`config.mk`:
```
export PLATFORM = sky130hd
export DESIGN_NAME = operand_fetch
export DESIGN_NICKNAME = d
export VERILOG_FILES = /design/src/rtl/operand_fetch.sv
export SDC_FILE = /design/constraint.sdc
export NUM_CORES = 2
export LEC_CHECK = 0
export CAP_MARGIN = 20
export CORE_UTILIZATION = 45
export DETAILED_ROUTE_END_ITERATION = 7
export GPL_TIMING_DRIVEN = 0
export PLACE_DENSITY = 0.63
export SLEW_MARGIN = 10
export SYNTH_ARGS = -nofsm -noshare
export SYNTH_HDL_FRONTEND = slang
export SYNTH_SLANG_ARGS = --single-unit
```
`constraint.sdc`:
```
create_clock -name clk -period 2.3 [get_ports clk]
set_input_delay 0.46 -clock clk [delete_from_list [all_inputs] [get_ports clk]]
set_output_delay 0.46 -clock clk [all_outputs]
set_load 0.05 [all_outputs]
```
`src/rtl/operand_fetch.sv`:
```
// Decode / operand-fetch stage: register file with write-back bypass, RAW scoreboard,
// and a one-entry valid/ready output register feeding the ALU.
module operand_fetch (
  input  logic        clk,
  input  logic        rst_n,
  input  logic [31:0] instr,
  input  logic        instr_valid,
  output logic        in_ready,
  input  logic        wb_en,
  input  logic [4:0]  wb_reg,
  input  logic [31:0] wb_data,
  output logic [31:0] rs_value,
  output logic [31:0] rt_value,
  output logic [31:0] imm,
  output logic [1:0]  ALUOp,
  output logic [4:0]  dest_reg,
  output logic        reg_write,
  output logic        out_valid,
  input  logic        out_ready
);

  localparam logic [5:0] OP_RTYPE = 6'h00;
  localparam logic [5:0] OP_LW    = 6'h23;
  localparam logic [5:0] OP_SW    = 6'h2B;
  localparam logic [5:0] OP_BEQ   = 6'h04;

  logic [31:0] regs [32];
  logic [31:0] busy;
  logic [31:0] busy_next;

  logic [5:0]  opcode;
  logic [4:0]  rs_idx;
  logic [4:0]  rt_idx;
  logic [4:0]  rd_idx;
  logic        use_rs;
  logic        use_rt;
  logic        has_dest;
  logic [4:0]  dest_dec;
  logic [1:0]  alu_op_dec;
  logic        reg_write_dec;
  logic [31:0] imm_dec;
  logic [31:0] rs_read;
  logic [31:0] rt_read;
  logic        rs_hazard;
  logic        rt_hazard;
  logic        hazard;
  logic        capture;

  assign opcode  = instr[31:26];
  assign rs_idx  = instr[25:21];
  assign rt_idx  = instr[20:16];
  assign rd_idx  = instr[15:11];
  assign imm_dec = {{16{instr[15]}}, instr[15:0]};

  always_comb begin
    use_rs     = 1'b0;
    use_rt     = 1'b0;
    has_dest   = 1'b0;
    dest_dec   = 5'd0;
    alu_op_dec = 2'b11;
    unique case (opcode)
      OP_RTYPE: begin
        use_rs     = 1'b1;
        use_rt     = 1'b1;
        has_dest   = 1'b1;
        dest_dec   = rd_idx;
        alu_op_dec = 2'b10;
      end
      OP_LW: begin
        use_rs     = 1'b1;
        has_dest   = 1'b1;
        dest_dec   = rt_idx;
        alu_op_dec = 2'b00;
      end
      OP_SW: begin
        use_rs     = 1'b1;
        use_rt     = 1'b1;
        alu_op_dec = 2'b00;
      end
      OP_BEQ: begin
        use_rs     = 1'b1;
        use_rt     = 1'b1;
        alu_op_dec = 2'b01;
      end
      default: begin
      end
    endcase
    reg_write_dec = has_dest && (dest_dec != 5'd0);
  end

  // Same-cycle write-back is forwarded so a dependent read never waits a cycle.
  always_comb begin
    rs_read = regs[rs_idx];
    if (rs_idx == 5'd0)
      rs_read = '0;
    else if (wb_en && (wb_reg == rs_idx))
      rs_read = wb_data;

    rt_read = regs[rt_idx];
    if (rt_idx == 5'd0)
      rt_read = '0;
    else if (wb_en && (wb_reg == rt_idx))
      rt_read = wb_data;
  end

  always_comb begin
    rs_hazard = use_rs && (rs_idx != 5'd0) && busy[rs_idx] &&
                !(wb_en && (wb_reg == rs_idx));
    rt_hazard = use_rt && (rt_idx != 5'd0) && busy[rt_idx] &&
                !(wb_en && (wb_reg == rt_idx));
    hazard    = rs_hazard || rt_hazard;
  end

  assign in_ready = (!out_valid || out_ready) && !hazard;
  assign capture  = instr_valid && in_ready;

  // Clear first, then set, so a capture targeting the register being written back stays busy.
  always_comb begin
    busy_next = busy;
    if (wb_en)
      busy_next[wb_reg] = 1'b0;
    if (capture && reg_write_dec)
      busy_next[dest_dec] = 1'b1;
    busy_next[0] = 1'b0;
  end

  always_ff @(posedge clk or negedge rst_n) begin
    if (!rst_n)
      busy <= '0;
    else
      busy <= busy_next;
  end

  always_ff @(posedge clk or negedge rst_n) begin
    if (!rst_n) begin
      for (int i = 0; i < 32; i++)
        regs[i] <= '0;
    end else if (wb_en && (wb_reg != 5'd0)) begin
      regs[wb_reg] <= wb_data;
    end
  end

  always_ff @(posedge clk or negedge rst_n) begin
    if (!rst_n) begin
      out_valid <= 1'b0;
      rs_value  <= '0;
      rt_value  <= '0;
      imm       <= '0;
      ALUOp     <= 2'b00;
      dest_reg  <= 5'd0;
      reg_write <= 1'b0;
    end else if (capture) begin
      out_valid <= 1'b1;
      rs_value  <= rs_read;
      rt_value  <= rt_read;
      imm       <= imm_dec;
      ALUOp     <= alu_op_dec;
      dest_reg  <= dest_dec;
      reg_write <= reg_write_dec;
    end else if (out_ready) begin
      out_valid <= 1'b0;
    end
  end

endmodule
```
* Word-level counts from Yosys, hierarchy flattened
Cells that the tools add are included.
W data, S select, Z words.
** Operators by class
- $lt $le $gt $ge :: 10
- Bitwise logic cells :: 6
- $add $sub $neg :: 0
- Multipliers :: 0
- Muxes and demuxes :: 30
- Reductions and logical operators :: 34
- Shifts and indexed selects :: 0
- Divide/modulo/power cells :: 0
- Equal/unequal tests :: 5
** Operator list (number)
- $bwmux W1024 :: 1
- $mux W32 :: 11
- $bmux W32 S5 :: 2
- $demux W32 S5 :: 1
- $and A32 B32 Y32 :: 1
- $not A32 Y32 :: 1
- $or A32 B32 Y32 :: 1
- $lt A5 B6 Y1 const B :: 4
- $reduce_bool A5 Y1 :: 4
- $ge A6 B6 Y1 const B :: 3
- $not A5 Y6 :: 3
- $logic_and A1 B1 Y1 :: 16
- $eq A6 B6 Y1 const B :: 2
- $bmux W1 S5 :: 2
- $demux W1 S5 :: 2
- $eq A5 B5 Y1 :: 2
- $ge A5 B1 Y1 const B :: 2
- $logic_not A5 Y1 :: 2
- $pmux W5 S2 :: 1
- $mux W1 :: 9
- $eq A6 B3 Y1 const B :: 1
- $logic_not A6 Y1 :: 1
- $lt A6 B1 Y1 const B :: 1
- $pmux W2 S3 :: 1
- 6 further kinds :: 11
** Storage, ports and cells
- Output and inout port bits :: 106
- Word-level logic and storage cells :: 125
- RAM bits :: 0
- Flip-flop bits (word level) :: 1144
- Bits in latches :: 0
- Bits in read-only memories :: 0
- Memories kept :: 0

* Longest topological paths before layout
- Word-level depth :: 12
- Depth in mapped cells :: 13
- Gate-level depth less buffers :: 6

* Worst setup path before layout
Ideal clock, no wire load.
- Kind :: in2out
- Start :: input instr[18]
- End :: output in_ready
- Path buffers :: 1
- Slack :: -0.694 ns
- Required time :: 1.840 ns
- Stages :: 7
- Data arrival time :: 2.534 ns
- Path through :: buf_2 > mux4_2 > o22ai_1 > a21oi_1 > a311oi_1 > nor3_1 > a41oi_1
** Between the ends
- Cells in the longest elaborated chain, start to end :: 7
- Elaborated cells on any way between the ends :: 12
** Ends and longest elaborated chain
- from (decl) :: line 6 : input logic [31:0] instr,
- $bmux W1 S5, or another cell as far along :: line 109 : rt_hazard = use_rt && (rt_idx != 5'd0) && busy[rt_idx] &&
- $mux W1 (implied by the code), or another cell as far along :: line 109
- $logic_and A1 B1 Y1 / $logic_not A1 Y1 (equally long branches) :: line 109, 110
- $logic_and A1 B1 Y1 * :: line 109
- $logic_or A1 B1 Y1 * :: line 111 : hazard = rs_hazard || rt_hazard;
- $logic_not A1 Y1 * :: line 114 : assign in_ready = (!out_valid || out_ready) && !hazard;
- $logic_and A1 B1 Y1 * :: line 114
- to (decl) :: line 8 : output logic in_ready,
Mark *: on every way between the ends. The rest lies on a longest branch, timed or not. The select of a mux whose other input is x is not followed.

* Worst setup path in the final report
- Start :: register busy[29]
- End :: output in_ready
** Between the ends
- Cells in the longest elaborated chain, start to end :: 7
- Elaborated cells on any way between the ends :: 11
** Ends and longest elaborated chain
- from (decl) :: line 28 : logic [31:0] busy;
- from (signal assigned) :: line 131 : busy <= busy_next;
- $bmux W1 S5 (on tied branches) :: line 107, 109
- $mux W1 (on tied branches) :: line 107, 109
- $logic_and A1 B1 Y1 (on tied branches) (2 in a row) :: line 107, 109
- $logic_or A1 B1 Y1 * :: line 111
- $logic_not A1 Y1 * :: line 114
- $logic_and A1 B1 Y1 * :: line 114
Marks and branches as above.

==> results.md <==
* Run status: complete, but fails checks
* Violations in the final reports: design-rule violations, negative hold slack, negative setup slack
* Placed cell areas at 65600 um2
* Post-route ant nets at 0
* # clock sinks at 1144
* Area occupied by multi-input gates at 29900 um2
* Final worst hold slack at -0.411 ns
* Max transition margin at 0.0779
* Transition time at the pin with the least slew margin at ~1.4 ns
* Number of H-tree branching levels at 4
* Largest register by flop count: regs
* Commonest non-fill, non-tap cells in the layout: sky130_fd_sc_hd__dfrtp_1, sky130_fd_sc_hd__mux2_2, sky130_fd_sc_hd__mux4_2
* Final instance area at 71500 um2
* Worst Setup Start Kind: flop
* Hold Vio Cnt, Final at between 80 and 90
* Clock period minus final worst setup slack at 3.15 ns
* Switching part of the total at 0.306
* FF+latch count, synth at 1144
* Die outline area at 135000 um2
* Nature of the critical path endpoint: primary output
* Post-synthesis cell area at 60300 um2
* Width of the die at 368 um
* Largest registers in the final layout: regs x1024, rs_value x32, rt_value x32
* Ports placed on the boundary at 180
* Final setup margin at -0.852 ns
* Number of unique standard cell types used by synthesis at 61
* Wire length of the first global-routing pass at 359000 um
* Number of fill cells in the layout at 11000
* Tot GR Track Use at 0.388
* Detailed Routing Iterations Pass 1 at 8
* WP buf/inv at 1
* Maximum number of pins on one net before global-route repair at approximately 150
* LEAKAGE at 31.2 nW
* Pins over their slew limit at 0
* Kind of critical path: reg -> out
* Initial antenna violation count at 23
* Count of mapped cells out of synthesis at between 4000 and 5000
* Bufs on Longest Clock Path at 3
* Worst path slowest cell: sky130_fd_sc_hd__dfrtp_1
* TritonCTS clock tree: built
* Worst clock skew at 0.0279 ns
* Leading cell type in the layout, fill and taps excluded: sky130_fd_sc_hd__dfrtp_1
* Pwr per Cell Area at 899 nW/um2
* Top cells by area in the synthesized netlist: sky130_fd_sc_hd__dfrtp_1, sky130_fd_sc_hd__mux2_2, sky130_fd_sc_hd__mux4_2
* Most common flop cell mapped by yosys: sky130_fd_sc_hd__dfrtp_1
* Internal Pwr Total at 0.0446 W
* Layout Utilization at 0.541
* Floorplan Core Area at 132000 um2
* Number of input and output port buffers inserted at 167
* HPWL Detailed at 175000 um
* Initial cell density of the core at 0.456
* Setup repair after global routing missed its margin: true
* Cell family contributing the most delay on the critical path: compound AO/OA/AOI/OAI gates
* Final weighted congestion of routability-driven global placement at around 1.0
* Worst-path fanout max at 3
* Count of vias placed by the detailed router at about 45000
* Arrival time of data at the critical path endpoint at approximately 2.7 ns
* Library cell used as clock root buffer: sky130_fd_sc_hd__clkbuf_16
* Sequential-to-total area share from yosys stat at 0.475
* Cell Rows at 133
* Number of global-route vias before repair at 44000
* Number of buffers added by the clock tree synthesis step at approximately 130
* Post-route fraction of the period consumed by the critical path at 1.37
* CP Cell Sequence: mux2_2 -> a31oi_1 -> a21oi_2 -> a311oi_2 -> nor3_2 -> a41oi_4 -> buf_6
* Clock power share at 0.337
* Wire per inst at about 42 um
* Share of power burned in registers at 0.417
* Final setup vio count at 139
* Reg area at 28600 um2
* Post-Route WL at 263000 um
* Drt drc at 2
* Req. time, crit path at 1.84 ns
* Hold Crit Class: in -> async
* Number of enable flip-flop cells after synthesis at 0
* Highest cell delay on the worst timing path at 0.42 ns
* Switch Pwr at 0.0196 W
* Synthesis Warnings at 0
* Maximum clock frequency at 317 MHz
* Logic gate share of total power at 0.246
* Number of DRC markers after the initial detailed-route iteration at 6414
* DIE HEIGHT at 368 um
* Ratio of routed vias to standard cells at slightly above 7
* Flip-flop count of the largest register after layout at 1024
* Area added between synthesis and finish at 18.6%
* Global-route congestion overflow total at 0
* Mean instance size in the synthesized netlist at 14.8 um2
* Net count of the mapped netlist at 4148
* # nets final at 4551
* Share of Yosys cell area claimed by the top area cell type at 0.475
* Source-to-sink clock delay at the later pin of the worst-skew pair at 0.80 ns
* Leading area contributor after synthesis: sky130_fd_sc_hd__dfrtp_1
* Ratio of cells with drive above 1 in the final layout at 0.479
* Total of max-cap violations at 0
* Fraction of registers with async set or reset after synthesis at 1.00
* Clock slew at reported path FFs at 0.06 ns
* Worst supply voltage drop on vdd at between 0.7 and 0.8 mV
layer usage:
metal	global-route usage	vias up	wire, um
met5	0.00142	-	242
met4	0.287	26	23800
met3	0.163	1028	35600
met2	0.541	3423	109000
met1	0.480	23500	94200
li1	-	16600	-
cell type report:
| class | count | area share |
|---|---|---|
| Antenna cell | 10 | 0.000350 |
| Multi-Input combinational cell | 2422 | 0.418 |
| Tap cell | 1755 | 0.0307 |
| Buffer | 463 | 0.0419 |
| Sequential cell | 1144 | 0.400 |
| Clock buffer | 208 | 0.0575 |
| Timing Repair Buffer | 271 | 0.0454 |
| Inverter | 43 | 0.00226 |
| Clock inverter | 16 | 0.00296 |
metrics by stage:
| step | cells | total power, W | setup WS (ns) | setup TNS, ns | hold slack [ns] |
|---|---|---|---|---|---|
| 6_report | 6332 | 0.0643 | -0.852 | -79.57 | -0.411 |
| 5_1_grt | 6323 | 0.0660 | -0.864 | -81.07 | -0.364 |
| 4_1_cts | 6318 | 0.0638 | -0.817 | -60.29 | -0.399 |
| 3_5_place_dp | 6058 | 0.0422 | -2.81 | -1001.57 | 0.423 |
| 3_3_place_gp | 5996 | 0.0415 | -52.67 | - | 0.454 |
| 2_1_floorplan | 4074 | 0.0366 | -0.325 | -28.37 | 0.164 |
cell families (layout without fill, tap and decap cells):
| group | after synthesis | in the layout | synth area share |
|---|---|---|---|
| AO/OA/AOI/OAI | 435 | 435 | 0.0559 |
| XOR/XNOR | 10 | 10 | 0.00145 |
| buffers and inverters | 508 | 1001 | 0.0371 |
| flip-flops | 1144 | 1144 | 0.475 |
| multiplexers | 1758 | 1758 | 0.413 |
| other | 0 | 10 | 0 |
| AND/OR/NAND/NOR | 219 | 219 | 0.0176 |
worst register-to-register path, delay by kind of cell (launching register included):
kind	cells	cell delay [ns]
AND/OR/NAND/NOR	1	0.15
AO/OA/AOI/OAI	3	0.85
buffers and inverters	5	0.74
multiplexers	2	0.81
flip-flops	1	0.40
path summary, 6_finish.rpt:
path                       startpoint            to  slack (ns)  depth (start not counted)
setup / recovery             busy[29]      in_ready       -0.85                          7
hold / removal                  rst_n      regs[81]       -0.41                          1
setup reg to reg             busy[31]  rt_value[19]       -0.77                         11
hold reg to reg            regs[1009]    regs[1009]        0.48                          1
max in group asynchronous       rst_n     regs[741]        0.46                          4
min in group clk             instr[1]        imm[1]        0.29                          2
power groups by stage:
stage | logic [W] | registers [W] | clock network [W]
floorplan | 0.00919 | 0.0274 | 0
global placement | 0.0146 | 0.0269 | 0
detailed placement | 0.0152 | 0.0270 | 0
CTS | 0.0156 | 0.0266 | 0.0216
global route | 0.0164 | 0.0272 | 0.0224
finish | 0.0158 | 0.0268 | 0.0216
repair_timing:
| action | 4_1_cts | 5_1_grt |
|---|---|---|
| gates cloned | 11 | 1 |
| setup buffers | 29 | 7 |
| hold endpoints to repair | 83 | 83 |
| resized for setup | 474 | 44 |
| setup endpoints to repair | 500 | 521 |
| pin swaps | 11 | 7 |
synthesized netlist by cell type, types with 10 or more instances:
cell,number
sky130_fd_sc_hd__nor3_1,14
sky130_fd_sc_hd__a22oi_1,55
sky130_fd_sc_hd__a221oi_1,111
sky130_fd_sc_hd__o21ai_0,47
sky130_fd_sc_hd__buf_1,53
sky130_fd_sc_hd__mux2_2,1053
sky130_fd_sc_hd__nor2b_1,19
sky130_fd_sc_hd__a221o_1,22
sky130_fd_sc_hd__nand2_1,72
sky130_fd_sc_hd__mux2i_1,218
sky130_fd_sc_hd__a211oi_1,14
sky130_fd_sc_hd__buf_6,12
sky130_fd_sc_hd__a21o_1,13
sky130_fd_sc_hd__o22ai_1,20
sky130_fd_sc_hd__mux2_1,12
sky130_fd_sc_hd__nand3_1,10
sky130_fd_sc_hd__mux4_2,475
sky130_fd_sc_hd__inv_1,41
sky130_fd_sc_hd__dfrtp_1,1144
sky130_fd_sc_hd__buf_4,41
sky130_fd_sc_hd__buf_2,69
sky130_fd_sc_hd__a32o_1,34
sky130_fd_sc_hd__o32ai_1,11
sky130_fd_sc_hd__clkbuf_1,290
sky130_fd_sc_hd__a21oi_1,45
sky130_fd_sc_hd__a22o_1,34
sky130_fd_sc_hd__nor2_1,52
sky130_fd_sc_hd__xnor2_1,10
Note: power is estimated with default switching activity, not from simulation.
